### config.mk
export PLATFORM = sky130hd
export DESIGN_NAME = freq_gen_drive
export DESIGN_NICKNAME = d
export VERILOG_FILES = /design/src/rtl/freq_pkg.sv /design/src/rtl/freq_gen_drive_phase_acc_toggle.sv /design/src/rtl/freq_gen_drive.sv
export SDC_FILE = /design/constraint.sdc
export NUM_CORES = 1
export LEC_CHECK = 0
export BUFFER_PORTS_ARGS = -buffer_cell sky130_fd_sc_hd__buf_2
export CAP_MARGIN = 25
export CORE_MARGIN = 2
export CORE_UTILIZATION = 50
export DETAILED_ROUTE_END_ITERATION = 10
export GPL_TIMING_DRIVEN = 0
export HOLD_SLACK_MARGIN = 0.06
export PLACE_DENSITY = 0.68
export SYNTH_ARGS = -nofsm -noshare
export SYNTH_HDL_FRONTEND = slang
export SYNTH_SLANG_ARGS = --single-unit
### constraint.sdc
create_clock -name in_clk_50M -period 8.9 [get_ports in_clk_50M]
set_clock_uncertainty 0.05 [all_clocks]
set_input_delay 1.78 -clock in_clk_50M [delete_from_list [all_inputs] [get_ports in_clk_50M]]
set_output_delay 1.78 -clock in_clk_50M [all_outputs]
set_load 0.05 [all_outputs]
### src/rtl/freq_pkg.sv
// Shared constants and types for the frequency generator and meter.
package freq_pkg;

  localparam int unsigned F_CLK       = 50_000_000;
  localparam int unsigned F_MAX       = 12_500_000;
  localparam int unsigned BURST_W_DEF = 16;
  localparam int unsigned FREQ_W      = 32;

  typedef enum logic [1:0] {
    IDLE,
    RUN,
    DRAIN
  } fg_state_e;

  // Requests above the maximum output frequency are stored as the maximum.
  function automatic logic [FREQ_W-1:0] clamp_freq(input logic [FREQ_W-1:0] f);
    return (f > FREQ_W'(F_MAX)) ? FREQ_W'(F_MAX) : f;
  endfunction

endpackage

### src/rtl/freq_gen_drive_phase_acc_toggle.sv
// Modulo-F_CLK phase accumulator; toggles out on each wrap and flags the
// rising/falling transition that the next edge will produce.
module phase_acc_toggle
  import freq_pkg::*;
(
  input  logic              clk,
  input  logic              rst_n,
  input  logic              en,
  input  logic              clr,
  input  logic              drop,
  input  logic [FREQ_W-1:0] inc,
  output logic              out,
  output logic              rise_c,
  output logic              fall_c
);

  logic [FREQ_W-1:0] acc;
  logic [FREQ_W-1:0] sum_c;
  logic              wrap_c;

  always_comb begin
    sum_c  = acc + inc;
    wrap_c = (sum_c >= FREQ_W'(F_CLK));
    rise_c = en && wrap_c && !out;
    fall_c = en && wrap_c && out;
  end

  // drop forces the output low while freezing the phase.
  always_ff @(posedge clk or negedge rst_n) begin
    if (!rst_n) begin
      acc <= '0;
      out <= 1'b0;
    end else if (clr) begin
      acc <= '0;
      out <= 1'b0;
    end else if (drop) begin
      out <= 1'b0;
    end else if (en) begin
      acc <= wrap_c ? (sum_c - FREQ_W'(F_CLK)) : sum_c;
      if (wrap_c) out <= ~out;
    end
  end

endmodule

### src/rtl/freq_gen_drive.sv
// Programmable square-wave generator with continuous/burst modes and
// period-boundary config updates through a valid/ready handshake.
module freq_gen_drive
  import freq_pkg::*;
#(
  parameter int unsigned BURST_W  = BURST_W_DEF,
  parameter int unsigned DEF_FREQ = 1_000
) (
  input  logic               in_clk_50M,
  input  logic               in_clr,
  input  logic               cfg_valid,
  output logic               cfg_ready,
  input  logic [FREQ_W-1:0]  cfg_freq,
  input  logic [BURST_W-1:0] cfg_burst,
  input  logic               start,
  input  logic               stop,
  output logic               sig_out,
  output logic               busy,
  output logic               done,
  output logic [BURST_W-1:0] pulse_cnt
);

  fg_state_e          state, state_d;
  logic [FREQ_W-1:0]  freq_act, freq_d, sh_freq, sh_freq_d, cfg_freq_cl_c, inc_c;
  logic [BURST_W-1:0] burst_act, burst_d, sh_burst, sh_burst_d, cnt_d, cnt_inc_c;
  logic               pend, pend_d, done_d;
  logic               xfer_c, to_idle_c, acc_en_c, acc_clr_c, acc_drop_c;
  logic               rise_c, fall_c;

  assign xfer_c        = cfg_valid && cfg_ready;
  assign cfg_freq_cl_c = clamp_freq(cfg_freq);
  assign cnt_inc_c     = (&pulse_cnt) ? pulse_cnt : pulse_cnt + BURST_W'(1);
  assign inc_c         = {freq_act[FREQ_W-2:0], 1'b0};
  assign acc_en_c      = (state != IDLE);

  phase_acc_toggle u_acc (
    .clk    (in_clk_50M),
    .rst_n  (in_clr),
    .en     (acc_en_c),
    .clr    (acc_clr_c),
    .drop   (acc_drop_c),
    .inc    (inc_c),
    .out    (sig_out),
    .rise_c (rise_c),
    .fall_c (fall_c)
  );

  always_comb begin
    state_d    = state;
    freq_d     = freq_act;
    burst_d    = burst_act;
    sh_freq_d  = sh_freq;
    sh_burst_d = sh_burst;
    pend_d     = pend;
    cnt_d      = pulse_cnt;
    done_d     = 1'b0;
    to_idle_c  = 1'b0;
    acc_clr_c  = 1'b0;
    acc_drop_c = 1'b0;
    case (state)
      IDLE: begin
        if (xfer_c) begin
          freq_d  = cfg_freq_cl_c;
          burst_d = cfg_burst;
        end
        if (start && !stop && (freq_act != '0)) begin
          state_d   = RUN;
          acc_clr_c = 1'b1;
          cnt_d     = '0;
        end
      end
      RUN, DRAIN: begin
        // A falling edge is always counted before stop/update decisions.
        if ((state == DRAIN) && (freq_act == '0)) begin
          acc_drop_c = 1'b1;
          to_idle_c  = 1'b1;
          if (sig_out) cnt_d = cnt_inc_c;
        end else if (fall_c) begin
          cnt_d = cnt_inc_c;
          if ((state == DRAIN) || stop || ((burst_act != '0) && (cnt_inc_c == burst_act)))
            to_idle_c = 1'b1;
        end else if ((state == RUN) && stop) begin
          if (sig_out) begin
            state_d = DRAIN;
          end else begin
            acc_drop_c = 1'b1;
            to_idle_c  = 1'b1;
          end
        end else if (rise_c && pend) begin
          freq_d  = sh_freq;
          burst_d = sh_burst;
          pend_d  = 1'b0;
          if (sh_freq == '0) state_d = DRAIN;
        end
        // Leaving for IDLE flushes any queued config so the handshake reopens.
        if (to_idle_c) begin
          state_d = IDLE;
          done_d  = 1'b1;
          pend_d  = 1'b0;
          if (pend) begin
            freq_d  = sh_freq;
            burst_d = sh_burst;
          end else if (xfer_c) begin
            freq_d  = cfg_freq_cl_c;
            burst_d = cfg_burst;
          end
        end else if (xfer_c) begin
          sh_freq_d  = cfg_freq_cl_c;
          sh_burst_d = cfg_burst;
          pend_d     = 1'b1;
        end
      end
      default: state_d = IDLE;
    endcase
  end

  always_ff @(posedge in_clk_50M or negedge in_clr) begin
    if (!in_clr) begin
      state     <= IDLE;
      freq_act  <= FREQ_W'(DEF_FREQ);
      burst_act <= '0;
      sh_freq   <= '0;
      sh_burst  <= '0;
      pend      <= 1'b0;
      pulse_cnt <= '0;
      done      <= 1'b0;
      busy      <= 1'b0;
      cfg_ready <= 1'b1;
    end else begin
      state     <= state_d;
      freq_act  <= freq_d;
      burst_act <= burst_d;
      sh_freq   <= sh_freq_d;
      sh_burst  <= sh_burst_d;
      pend      <= pend_d;
      pulse_cnt <= cnt_d;
      done      <= done_d;
      busy      <= (state_d != IDLE);
      cfg_ready <= !pend_d;
    end
  end

endmodule

### Yosys cells after proc, flatten, opt, wreduce, memory -nomap -nowiden

Cells that the tools add are included.
Widths: inputs -> output; s select.

* flip-flop bits (word level): 151
* bits in latches: 0
* memory bits (writable): 0
* memory bits (read-only): 0
* output and inout bits: 20
* word-level logic and storage cells: 122
* memories kept: 0

* add/sub/neg operators: 3
* $mul: 0
* divide/modulo/power cells: 0
* $lt $le $gt $ge: 2
* eq/ne operators: 8
* shifts and indexed selects: 0
* multiplexer cells: 62
* bitwise gates (word level): 2
* reduce and logical (&&, ||, !) cells: 33

Operator list (number)
* $mux 32: 13
* $mux 16: 13
* $logic_not 32->1: 2
* $pmux 16 s2: 2
* $pmux 32 s2: 1
* $add 32x32->32: 1
* $ge 32x26->1 const B: 1
* $gt 32x24->1 const B: 1
* $reduce_bool 32->1: 1
* $sub 32x26->32 const B: 1
* $mux 1: 24
* $add 16x1->16 const B: 1
* $eq 16x16->1: 1
* $mux 2: 8
* $reduce_and 16->1: 1
* $reduce_bool 16->1: 1
* $logic_and 1x1->1: 10
* $reduce_bool 2->1: 4
* $ne 2x2->1 const B: 3
* $reduce_and 2->1: 3
* $reduce_bool 3->1: 2
* $pmux 2 s2: 1
* $reduce_and 4->1: 1
* $logic_not 1->1: 3
* other kinds (9): 11

### Longest topological paths before layout

Gate-level depths: netlist of the first run.

* word-level depth: 13
* gate-level depth with buffers: 16
* depth with buffers taken out: 14

### By module

A second synthesis of the first run with hierarchy kept.

* cells, all modules: 1368
* area, all modules: 11060.6 um2

Modules (own cells, without submodules)
* freq_gen_drive: instances 1, cells an instance 874, area an instance 7195.7 um2
* phase_acc_toggle: instances 1, cells an instance 494, area an instance 3865.0 um2

### Worst setup path after synthesis of the first run

No wires, ideal clock.

* kind: register -> register
* from: register freq_act[0]
* to: register sh_burst[2]
* arrival: 3892 ps
* setup slack: 4833 ps
* cell stages (with the launch flop): 15
* clock period less this slack: 4067 ps
* cell sequence: dfrtp_1 -> ha_1 -> fa_1 -> a211oi_2 -> o211ai_1 -> a21oi_2 -> a21oi_1 -> or4_4 -> a311oi_2 -> and4_1 -> buf_2 -> o2111ai_2 -> a21oi_2 -> buf_4 -> mux2_2

* cells in the longest elaborated chain, start to end: 9
* elaborated cells on any way between the ends: 11
* classes of those cells: add/sub: 1; order compare: 1; mux: 3; bitwise: 1; reduce/logical: 5

Ends and longest elaborated chain
* start, declared: RTL line freq_gen_drive.sv:24 `logic [FREQ_W-1:0] freq_act, freq_d, sh_freq, sh_freq_d, cfg_freq_cl_c, inc_c;`
* start signal, assigned: RTL line freq_gen_drive.sv:120 `freq_act <= FREQ_W'(DEF_FREQ);`
* start signal, assigned: RTL line freq_gen_drive.sv:131 `freq_act <= freq_d;`
* $add 32x32->32: RTL line freq_gen_drive_phase_acc_toggle.sv:22 `sum_c = acc + inc;`
* $ge 32x26->1: RTL line freq_gen_drive_phase_acc_toggle.sv:23 `wrap_c = (sum_c >= FREQ_W'(F_CLK));`
* $logic_and 1x1->1 (2 in series): RTL line freq_gen_drive_phase_acc_toggle.sv:25 `fall_c = en && wrap_c && out;`
* $mux 1: RTL line freq_gen_drive.sv:78 `end else if (fall_c) begin`
* $mux 1 (*): RTL line freq_gen_drive.sv:74 `if ((state == DRAIN) && (freq_act == '0)) begin`
* $mux 1 (*): RTL line freq_gen_drive.sv:60 `case (state)`
* $not 1->1 (no line) (*)
* $reduce_and 3->1 (no line) (*)
* end signal, assigned: RTL line freq_gen_drive.sv:134 `sh_burst <= sh_burst_d;`
* end, declared: RTL line freq_gen_drive.sv:25 `logic [BURST_W-1:0] burst_act, burst_d, sh_burst, sh_burst_d, cnt_d, cnt_inc_c;`

Mark *: on every way between the ends. The rest lies on a longest branch, timed or not. The select of a mux whose other input is x is not followed.
A chain may end at the register's enable or synchronous reset.

### Final worst setup path of the first run

* from: register freq_act[0]
* to: register burst_act[3]

* cells in the longest elaborated chain, start to end: 13
* elaborated cells on any way between the ends: 19
* classes of those cells: add/sub: 1; order compare: 1; mux: 11; reduce/logical: 6

Ends and longest elaborated chain
* $add 32x32->32: RTL line freq_gen_drive_phase_acc_toggle.sv:22
* $ge 32x26->1: RTL line freq_gen_drive_phase_acc_toggle.sv:23
* $logic_and 1x1->1: RTL line freq_gen_drive_phase_acc_toggle.sv:24, freq_gen_drive_phase_acc_toggle.sv:25
* $logic_and 1x1->1: RTL line freq_gen_drive_phase_acc_toggle.sv:24 `rise_c = en && wrap_c && !out;`
* $logic_and 1x1->1: RTL line freq_gen_drive.sv:89 `end else if (rise_c && pend) begin`
* $mux 16: RTL line freq_gen_drive.sv:89
* $mux 16: RTL line freq_gen_drive.sv:82 `end else if ((state == RUN) && stop) begin`
* $mux 16: RTL line freq_gen_drive.sv:78
* $mux 16: RTL line freq_gen_drive.sv:74
* $mux 16: RTL line freq_gen_drive.sv:103 `end else if (xfer_c) begin`
* $mux 16: RTL line freq_gen_drive.sv:100 `if (pend) begin`
* $mux 16 (*): RTL line freq_gen_drive.sv:96 `if (to_idle_c) begin`
* $pmux 16 s2 (*): RTL line freq_gen_drive.sv:60
* end signal, assigned: RTL line freq_gen_drive.sv:132 `burst_act <= burst_d;`
* end, declared: RTL line freq_gen_drive.sv:25

Marked as above.

==> reports/qor.yml, run 1 <==
worst_setup_path:
  critPathBufInv: 2
  r2r_cells: 14
  rr_endpoint: "burst_act[3]"
  critPathMaxFanout: 10
  start_kind: "flop"
  crit_chain: "ha_1, fa_1, a211oi_2, o211ai_1, a21oi_2, a21oi_1, or4_4, a311oi_2, and4_1, buf_2, o211ai_2, nand3_1, clkbuf_1, o221ai_1"
  rrSetupSlack_ns: 3.84
  setup.worst_path.class: "flop to flop"
  cp-end-kind: "flop"
  crit_slowest_cell: "or4_4"
  required_ns: 9.13
  worstReg2RegStart: "freq_act[0]"
  cpPeakStageDelay_ns: 0.56
  cpLargestDelayFamily: "compound AO/OA/AOI/OAI gates"
  worstPathArrival_ns: 5.30
placement:
  dp.cells: 1771
  place_congestion: 0.9566
  io_buffers: 72
  post-dp-hpwl_mm: 30.10
cts:
  clk_pin_slew_worst_paths_ns: 0.07
  cts.hold.buffers_added: 0
  cts_sinks: 150
  htreeDepth: 4
  cts-root-buf: "clkbuf_16"
  cts_buffers: 17
  cts_resized: 0
  cts_tree: "done"
  clock_latency_ns: 0.44
  max-clock-path-buffers: 2
  cts_setup_buffers: 0
yosys:
  netlist_area_um2: 11760
  synthArstFlopShare_pct: 100.0
  synth_cell_types: 99
  seq_area_frac_synth_pct: 32.01
  syn_inst: 1379
  synth_seq_cells: 150
  synth_nets: 1469
  syn_avg_cell_area_um2: 8.524
  synth-edff-count: 0
  synth_flop_cell: "dfrtp_1"
  yosysWarnings: 0
die:
  start_util_pct: 50.53
  pin_count: 73
  dieWidth_um: 157.3
  die_area_um2: 24750
  core_um2: 23260
  fp.dieH_um: 157.3
  num_rows: 56
layout:
  final_cells: 1805
  mostFrequentLayoutCell: "dfrtp_1"
  layout_common_cells: "143 x dfrtp_1, 105 x nand2_1, 93 x buf_2"
  drive_above_1_share_pct: 14.34
  area_growth_pct: 11.83
  num-nets-final: 1562
global_route:
  grt_max_degree: 100
  grt_pass1_wl_mm: 63.08
  grt_pass1_vias: 11240
  grt.overflow.total: 0
  track_usage_pct: 32.72
  antenna_found_initial: 1
min_path:
  worstHoldStart: "u_acc.acc[25]"
  hp-class: "flop to flop"
  whs_path_depth: 2
  hold_end: "u_acc.acc[25]"
pwr:
  power_density_nw_per_um2: 463.8
  swShare_pct: 53.31
  seqPwrFrac_pct: 19.7
  internal-power_uw: 2846
  p_leak_uw: 0.005137
  power_frac_comb_pct: 68.2
  net-switching-power_uw: 3250
  clkPwrFrac_pct: 12.1
  ir_worst_vdd_mv: 0.2112
sta:
  finalCriticalPeriod_ns: 5.065
  fin_crit_sh_pct: 56.91
  finalSetupTns_ns: 0
  fmax_ghz: 0.1974
  worstMarginPinSlew_ns: 0.9797
  relSlewSlack_pct: 34.69
  final-setup-viol-count: 0
  hold_viol_final: 0
  slew_violations: 0
  rsz0062_at_grt: "false"
route:
  postRouteAntennaNets: 0
  top_layer: "met4"
  wl_met3_mm: 3.564
  totalWireLength_mm: 40.28
  vias_per_cell: 6.799
  dr.pass1.iters: 5
  vias: 12270
  wl_per_cell_um: 22.32
  met1_length_mm: 17.29
  drc: 0
  met2_length_mm: 18.06
  drtIter0Drc: 1317
run_status:
  status: "finished, final reports clean"
flow_run:
  drv_cap: 0
[layout make-up]
| class | instances | area, um^2 |
|---|---|---|
| Inverter | 32 | 120.1 |
| Fill cell | 2207 | 10120 |
| Tap cell | 319 | 399.1 |
| Sequential cell | 150 | 3762 |
| Clock buffer | 20 | 446.7 |
| Buffer | 104 | 509.2 |
| Timing Repair Buffer | 74 | 399.1 |
| Antenna cell | 1 | 2.502 |
| Clock inverter | 12 | 142.6 |
| Multi-Input combinational cell | 1093 | 7363 |
[cells in the mapped netlist, types with 21 or more instances]
cell	n	area, um^2
a21oi_1	84	420.4
mux2i_1	28	280.3
xnor2_1	45	394.1
nand3_1	67	335.3
o22ai_1	45	281.5
inv_1	30	112.6
clkbuf_1	66	247.7
nor4_1	51	319.1
ha_1	36	450.4
nand2_1	105	394.1
nand4_1	21	131.4
buf_2	22	110.1
nor3_1	22	110.1
dfrtp_1	143	3578
or3_1	21	131.4
o21ai_0	81	405.4
o221ai_1	35	306.5
nor2_1	92	345.3
[per-stage QoR]
| step | utilization (%) | power, uW | instance area, um^2 | hold WS [ns] | setup WS (ns) |
|---|---|---|---|---|---|
| after CTS | 56.48 | 5993 | 13140 | 0.4489 | 3.878 |
| after global routing | 56.50 | 6498 | 13140 | 0.4777 | 3.602 |
| after floorplan | - | 4152 | 11760 | 0.4038 | 4.833 |
| after detailed placement | 53.94 | 5239 | 12550 | 0.4342 | 3.911 |
| after global placement | 53.80 | 5173 | 12510 | 0.4260 | 3.698 |
| final | 56.51 | 6096 | 13150 | 0.4468 | 3.835 |
[routing by layer]
metal,up-vias,global-route usage [%]
met1,5982,46.69
met4,0,12.08
met3,100,5.094
li1,5533,-
met5,-,0
met2,657,50.11
[flip-flops by register name, summed over array words and instances, names as in the netlist]
register	cells
u_acc.out	1
done	1
burst_act	16
busy	1
sh_burst	16
cfg_ready	1
state	2
sh_freq	32
pend	1
pulse_cnt	16
u_acc.acc	31
freq_act	32
[how the worst max path moves through the flow]
stage | from | endpoint | slack (ns) | cells after the start
after floorplan | freq_act[0] | sh_burst[2] | 4.83 | 14
after global placement | in_clr | sh_freq[8] | 3.70 | 1
after detailed placement | freq_act[0] | burst_act[3] | 3.91 | 14
after CTS | freq_act[0] | burst_act[3] | 3.88 | 14
after global routing | freq_act[0] | burst_act[6] | 3.60 | 14
final | freq_act[0] | burst_act[3] | 3.84 | 14
[worst reg2reg max path: cells and delay by family, from the launching register on]
family	cells	cell delay, ns
DFF	1	0.47
adders and majority gates	2	0.73
AOI/OAI and AO/OA	7	1.75
buffers and inverters	2	0.74
and+or+nand+nor	3	1.18
[kinds of logic (layout without fill, tap and decap cells)]
family / Yosys count / count (layout) / share of synthesized area [%]
muxes: 44 / 44 / 3.917
AOI/OAI and AO/OA: 477 / 477 / 28.92
and+or+nand+nor: 473 / 473 / 21.18
buffers and inverters: 136 / 242 / 5.354
xor gates and xnor gates: 62 / 62 / 4.619
other: 0 / 1 / 0
DFF: 150 / 150 / 32.01
adders and majority gates: 37 / 37 / 4.002
[power by group through the flow]
stage	Sequential (uW)	Clock, uW	Combinational (uW)
2_1_floorplan	1130	0	3020
3_3_place_gp	1190	0	3990
3_5_place_dp	1200	0	4040
4_1_cts	1190	744	4060
5_1_grt	1210	775	4510
6_report	1200	738	4160
Note: power is estimated with default switching activity, not from simulation.
==> run 2: changes to the inputs <==
Settings changed: PLACE_DENSITY 0.68 to 0.7.
Clock period 8.9 ns to 4.25 ns, I/O delays scaled along.
==> run 2 against run 1 <==
- the run now ends with negative setup slack left
- final cell count is 2.9% higher
- final area is 12% higher
- sequential cell count stayed put
- non-clock buffer count is 53 higher
- first-iteration DRC count is 18% higher
- setup slack worse by 3.9 ns
- via count is 4.7% higher
- die area stayed put
- count of clock-buffer cells in the layout is 1 higher
- sequential share of layout area is 3.0 points lower
- critical path depth is 2 higher
- critical path type unchanged
- critical endpoint is now busy
- largest cell class unchanged
==> reports/qor.yml, run 2 (synthesis gave the netlist of run 1 again) <==
route:
  top_layer: "met4"  # unchanged
  drc: 0  # unchanged
  dr.pass1.iters: 6  # was 5
  wl_per_cell_um: 23.41  # was 22.32 um
  met1_length_mm: 17.93  # was 17.29 mm
  postRouteAntennaNets: 0  # unchanged
  vias: 12840  # was 12270
  drtIter0Drc: 1560  # was 1317
  wl_met3_mm: 3.979  # was 3.564 mm
  met2_length_mm: 19.74  # was 18.06 mm
  vias_per_cell: 6.916  # was 6.799
  totalWireLength_mm: 43.47  # was 40.28 mm
placement:
  io_buffers: 72  # unchanged
  place_congestion: 0.9491  # was 0.9566
  post-dp-hpwl_mm: 29.57  # was 30.10 mm
cts:
  htreeDepth: 4  # unchanged
  clk_pin_slew_worst_paths_ns: 0.06  # was 0.07 ns
  max-clock-path-buffers: 2  # unchanged
  cts_tree: "done"  # unchanged
  clock_latency_ns: 0.45  # was 0.44 ns
  cts.hold.buffers_added: 0  # unchanged
  cts-root-buf: "clkbuf_16"  # unchanged
  cts_sinks: 150  # unchanged
  cts_buffers: 17  # unchanged
layout:
  multi_input_area_um2: 8215  # was 7363 um^2
  num-nets-final: 1615  # was 1562
  reg_top3: "freq_act: 32 flops, sh_freq: 32 flops, u_acc.acc: 31 flops"  # unchanged
  regArea_um2: 3767  # was 3762 um^2
  nFillCells: 1968  # was 2207
  layout_common_cells: "139 x dfrtp_1, 102 x nand2_1, 86 x buf_2"  # was 143 x dfrtp_1, 105 x nand2_1, 93 x buf_2
  drive_above_1_share_pct: 25.10  # was 14.34%
  diodes: 0  # was 1
  area_growth_pct: 25.24  # was 11.83%
  mostFrequentLayoutCell: "dfrtp_1"  # unchanged
global_route:
  antenna_found_initial: 0  # was 1
  grt.overflow.total: 0  # unchanged
  grt_pass1_wl_mm: 64.33  # was 63.08 mm
  grt_pass1_vias: 11510  # was 11240
  grt_max_degree: 84  # was 100
  track_usage_pct: 33.26  # was 32.72%
worst_setup_path:
  setup.worst_path.class: "flop to flop"  # unchanged
  crit_slowest_cell: "or4_4"  # unchanged
  crit_chain: "ha_4, fa_2, a211oi_4, o211ai_1, a21oi_2, a21oi_2, or4_4, a311oi_4, and4_1, buf_6, o21a_1, buf_6, buf_8, o2111ai_2, a21o_1, a41oi_2"  # was ha_1, fa_1, a211oi_2, o211ai_1, a21oi_2, a21oi_1, or4_4, a311oi_2, and4_1, buf_2, o211ai_2, nand3_1, clkbuf_1, o221ai_1
  start_kind: "flop"  # unchanged
  critPathMaxFanout: 5  # was 10
  cpPeakStageDelay_ns: 0.58  # was 0.56 ns
  worstPathArrival_ns: 4.66  # was 5.30 ns
  required_ns: 4.55  # was 9.13 ns
  cp-end-kind: "flop"  # unchanged
sta:
  slew_violations: 0  # unchanged
  final-setup-viol-count: 83  # was 0
  finalCriticalPeriod_ns: 4.361  # was 5.065 ns
  worstMarginPinSlew_ns: 0.9961  # was 0.9797 ns
  rsz0062_at_grt: "true"  # was false
  fmax_ghz: 0.2293  # was 0.1974 GHz
  setup_ws_ns: -0.1105  # was 3.835 ns
  relSlewSlack_pct: 33.60  # was 34.69%
  hold_viol_final: 0  # unchanged
  fin_crit_sh_pct: 102.6  # was 56.91%
  hold_ws_ns: 0.3376  # was 0.4468 ns
min_path:
  hp-class: "input port to async pin"  # was flop to flop
die:
  num_rows: 56  # unchanged
  dieWidth_um: 157.3  # unchanged
  die_area_um2: 24750  # unchanged
  pin_count: 73  # unchanged
  start_util_pct: 50.53  # unchanged
  fp.dieH_um: 157.3  # unchanged
  core_um2: 23260  # unchanged
flow_run:
  drv_cap: 0  # unchanged
run_status:
  violations: "negative setup slack"
  status: "complete, but fails checks"  # was finished, final reports clean
[run 2: changes by cell type in the layout (fill, tap and decap cells not counted), moves of 8 or more]
cell	before	now
ha_1	36	27
o21ai_2	0	10
mux2_2	16	2
buf_6	11	20
buf_4	4	40
a21oi_2	14	26
mux2_4	0	14
buf_8	0	8
a21oi_1	84	67
nand3_1	67	56
nand3_2	1	10
clkbuf_1	68	59
o21ai_1	14	34
o21ai_0	81	50
[run 2: repair_timing]
item,CTS,global route
pin swaps,18,63
setup buffers,18,30
cloned,3,6
setup endpoints to repair,138,139
resized for setup,69,196
[run 2: worst paths after layout]
check	from	endpoint	slack (ns)	cells after the start
worst max-delay path	freq_act[0]	busy	-0.11	16
worst min register to register	u_acc.acc[14]	u_acc.acc[14]	0.45	2
worst max register to register	freq_act[0]	busy	-0.11	16
worst min-delay path	in_clr	u_acc.acc[28]	0.34	1
max in group asynchronous	in_clr	freq_act[9]	2.93	2
min in group in_clk_50M	u_acc.acc[14]	u_acc.acc[14]	0.45	2
[run 2: per-layer routing]
layer	global-route usage, %	up-vias
li1	-	5651
met1	46.17	6260
met2	50.41	789
met3	6.580	143
met4	14.42	0
met5	0	-
[run 2: critical path: cells and delay by family, from the launching register on]
kind	cells	cell delay, ns
compound gates	9	1.95
simple gates	2	0.84
fa+ha+maj	2	0.55
flops	1	0.46
buf+inv	3	0.39
[run 2: layout make-up]
class | instances | share of cell area (%)
multi-input cells | 1093 | 55.80
flip-flops and latches | 150 | 25.59
repair buffers | 130 | 6.714
plain buffers | 101 | 4.216
clock buffers | 21 | 3.128
well taps | 319 | 2.711
clock inverters | 11 | 1.020
inverters | 32 | 0.8159
[run 2: through the flow]
stage | std cells | setup WS, ns | utilization (%) | TNS, ns | instance area, um^2
finish | 1857 | -0.1105 | 63.29 | -4.464 | 14720
global route | 1857 | -0.2217 | 63.29 | -17.61 | 14720
CTS | 1824 | 0.00003375 | 58.48 | 0 | 13600
detailed placement | 1771 | -0.6980 | 53.94 | -59.55 | 12550
global placement | 1770 | -0.7030 | 53.80 | -59.23 | 12510
floorplan | 1379 | 0.1827 | - | 0 | 11760
Power of run 2 is not shown: default switching activity piles up to over one toggle a cycle in this logic, so the estimate is an artifact.
==> run 3: changes to the inputs <==
Settings changed: CORE_UTILIZATION 50 to 34, GPL_ROUTABILITY_DRIVEN set to 0, PLACE_DENSITY 0.7 to unset.
==> run 3 against run 2 <==
- the run still ends with negative setup slack left
- sequential share of layout area down 0.13 points
- final area up 0.48%
- register-to-register slack better by 0.03 ns
- global-route usage down 9.2 points
- utilization down 20 points
- maximum frequency up 0.63%
- routed wire length up 2.7%
- via count down 1.7%
- final cell count up 7.4%
- critical path type unchanged
==> reports/qor.yml, run 3 (synthesis gave the netlist of run 1 again) <==
run_status:
  status: "complete, but fails checks"  # unchanged
  violations: "negative setup slack"  # unchanged
layout:
  mostFrequentLayoutCell: "dfrtp_1"  # unchanged
  reg_top3: "freq_act: 32 flops, sh_freq: 32 flops, u_acc.acc: 31 flops"  # unchanged
  drive_above_1_share_pct: 24.95  # was 25.10%
  nFillCells: 3342  # was 1968
  num-nets-final: 1618  # was 1615
  regArea_um2: 3766  # was 3767 um^2
  stdcell_area_um2: 14790  # was 14720 um^2
  area_growth_pct: 25.83  # was 25.24%
  multi_input_area_um2: 8120  # was 8215 um^2
  final_cells: 1994  # was 1857
  layout_common_cells: "140 x dfrtp_1, 100 x nand2_1, 87 x buf_2"  # was 139 x dfrtp_1, 102 x nand2_1, 86 x buf_2
  diodes: 0  # unchanged
route:
  vias_per_cell: 6.331  # was 6.916
  vias: 12620  # was 12840
  drtIter0Drc: 1638  # was 1560
  dr.pass1.iters: 6  # unchanged
  wl_per_cell_um: 22.39  # was 23.41 um
  postRouteAntennaNets: 0  # unchanged
  drc: 0  # unchanged
  totalWireLength_mm: 44.64  # was 43.47 mm
placement:
  dp.cells: 1907  # was 1771
  io_buffers: 72  # unchanged
  post-dp-hpwl_mm: 31.68  # was 29.57 mm
  placed_area_um2: 12720  # was 12550 um^2
die:
  num_rows: 68  # was 56
  start_util_pct: 34.28  # was 50.53%
  pin_count: 73  # unchanged
  fp.dieH_um: 189.9  # was 157.3 um
  dieWidth_um: 189.9  # was 157.3 um
  core_um2: 34290  # was 23260 um^2
  die_area_um2: 36080  # was 24750 um^2
worst_setup_path:
  cp_common_cell: "buf_4"
  cpLargestDelayFamily: "compound AO/OA/AOI/OAI gates"  # unchanged
  cpPeakStageDelay_ns: 0.46  # was 0.58 ns
  setup.worst_path.class: "flop to flop"  # unchanged
  crit_slowest_cell: "dfrtp_2"  # was or4_4
  cp-end-kind: "flop"  # unchanged
  worstReg2RegStart: "freq_act[0]"  # unchanged
  rrSetupSlack_ns: -0.08  # was -0.11 ns
  rr_endpoint: "busy"  # unchanged
  r2r_cells: 16  # unchanged
  required_ns: 4.52  # was 4.55 ns
  critPathMaxFanout: 10  # was 5
  worstPathArrival_ns: 4.60  # was 4.66 ns
  start_kind: "flop"  # unchanged
  critPathBufInv: 3  # unchanged
  crit_chain: "ha_4, fa_2, a211oi_2, o211ai_1, a21oi_2, buf_4, a21oi_4, or4_4, a311oi_4, and4_1, buf_6, buf_4, o211ai_2, nand2_2, nand3_1, a41oi_1"  # was ha_4, fa_2, a211oi_4, o211ai_1, a21oi_2, a21oi_2, or4_4, a311oi_4, and4_1, buf_6, o21a_1, buf_6, buf_8, o2111ai_2, a21o_1, a41oi_2
cts:
  clock_latency_ns: 0.45  # about the same
  cts.hold.buffers_added: 0  # unchanged
  cts_tree: "done"  # unchanged
  cts_buffers: 17  # unchanged
  clk_pin_slew_worst_paths_ns: 0.06  # about the same
  cts-root-buf: "clkbuf_16"  # unchanged
  cts_sinks: 150  # unchanged
  htreeDepth: 4  # unchanged
  max-clock-path-buffers: 2  # unchanged
global_route:
  antenna_found_initial: 0  # unchanged
  grt.overflow.total: 0  # unchanged
  grt_pass1_wl_mm: 68.44  # was 64.33 mm
  track_usage_pct: 24.04  # was 33.26%
  grt_max_degree: 112  # was 84
  grt_pass1_vias: 11870  # was 11510
pwr:
  p_total_uw: 14860
  power_density_nw_per_um2: 1005
  p_leak_uw: 0.005665
  ir_worst_vdd_mv: 0.6319
flow_run:
  drv_cap: 0  # unchanged
sta:
  final-setup-viol-count: 53  # was 83
  finalSetupTns_ns: -1.552  # was -4.464 ns
  worstMarginPinSlew_ns: 1.084  # was 0.9961 ns
  hold_viol_final: 0  # unchanged
  slew_violations: 0  # unchanged
  fin_crit_sh_pct: 102.0  # was 102.6%
  fmax_ghz: 0.2308  # was 0.2293 GHz
  relSlewSlack_pct: 27.76  # was 33.60%
  setup_ws_ns: -0.08310  # was -0.1105 ns
  finalCriticalPeriod_ns: 4.333  # was 4.361 ns
  rsz0062_at_grt: "true"  # unchanged
min_path:
  hp-class: "input port to async pin"  # unchanged
[run 3: area by class of cell]
| class | count | share of cell area [%] |
|---|---|---|
| multi-input combinational | 1094 | 54.90 |
| tap | 455 | 3.849 |
| buffer | 100 | 4.136 |
| clock inverter | 12 | 1.210 |
| inverter | 32 | 0.8374 |
| timing repair buffer | 133 | 6.708 |
| sequential | 150 | 25.46 |
| clock buffer | 18 | 2.901 |
[run 3: timing repair]
item,4_1_cts,5_1_grt
pin swaps,21,57
cloned,3,5
gates resized for setup,66,169
hold endpoints to repair,0,0
setup buffers,20,32
setup endpoints to repair,142,141
[run 3: through the flow]
stage	setup WS, ns	util [%]	hold slack [ns]
floorplan	0.1827	-	0.4038
global placement	-0.7513	36.99	0.4239
detailed placement	-0.8279	37.10	0.4332
CTS	-0.01542	40.17	0.2290
global route	-0.2268	43.14	0.2347
finish	-0.08310	43.14	0.2218
[run 3: worst reg2reg max path, cell delays in order (launching register included)]
cell and delay, ns:
dfrtp_2 0.46, ha_4 0.20, fa_2 0.38, a211oi_2 0.27
o211ai_1 0.18, a21oi_2 0.19, buf_4 0.16, a21oi_4 0.08
or4_4 0.45, a311oi_4 0.35, and4_1 0.26, buf_6 0.13
buf_4 0.11, o211ai_2 0.14, nand2_2 0.32, nand3_1 0.15
a41oi_1 0.35
[run 3: routing by layer]
| layer | track usage [%] | up-vias | share of wire, % |
|---|---|---|---|
| li1 | - | 5637 | - |
| met1 | 33.72 | 6176 | 43 |
| met2 | 36.69 | 680 | 45 |
| met3 | 4.962 | 131 | 8.8 |
| met4 | 8.289 | 0 | 3.2 |
| met5 | 0 | - | 0 |
[run 3: worst max-delay path by stage]
stage | startpoint | endpoint | slack [ns] | cells past startpoint
after floorplan | freq_act[0] | sh_burst[2] | 0.18 | 14
after global placement | freq_act[0] | burst_act[4] | -0.75 | 14
after detailed placement | freq_act[0] | burst_act[4] | -0.83 | 14
after CTS | freq_act[3] | burst_act[4] | -0.02 | 15
after global routing | freq_act[3] | burst_act[11] | -0.23 | 15
final | freq_act[0] | busy | -0.08 | 16
[run 3: where the power goes]
group | leakage, uW | internal [uW] | switching [uW]
Clock | 0.000289 | 978 | 665
Sequential | 0.00184 | 1950 | 581
Combinational | 0.00354 | 4320 | 6370
Total | 0.00566 | 7250 | 7620
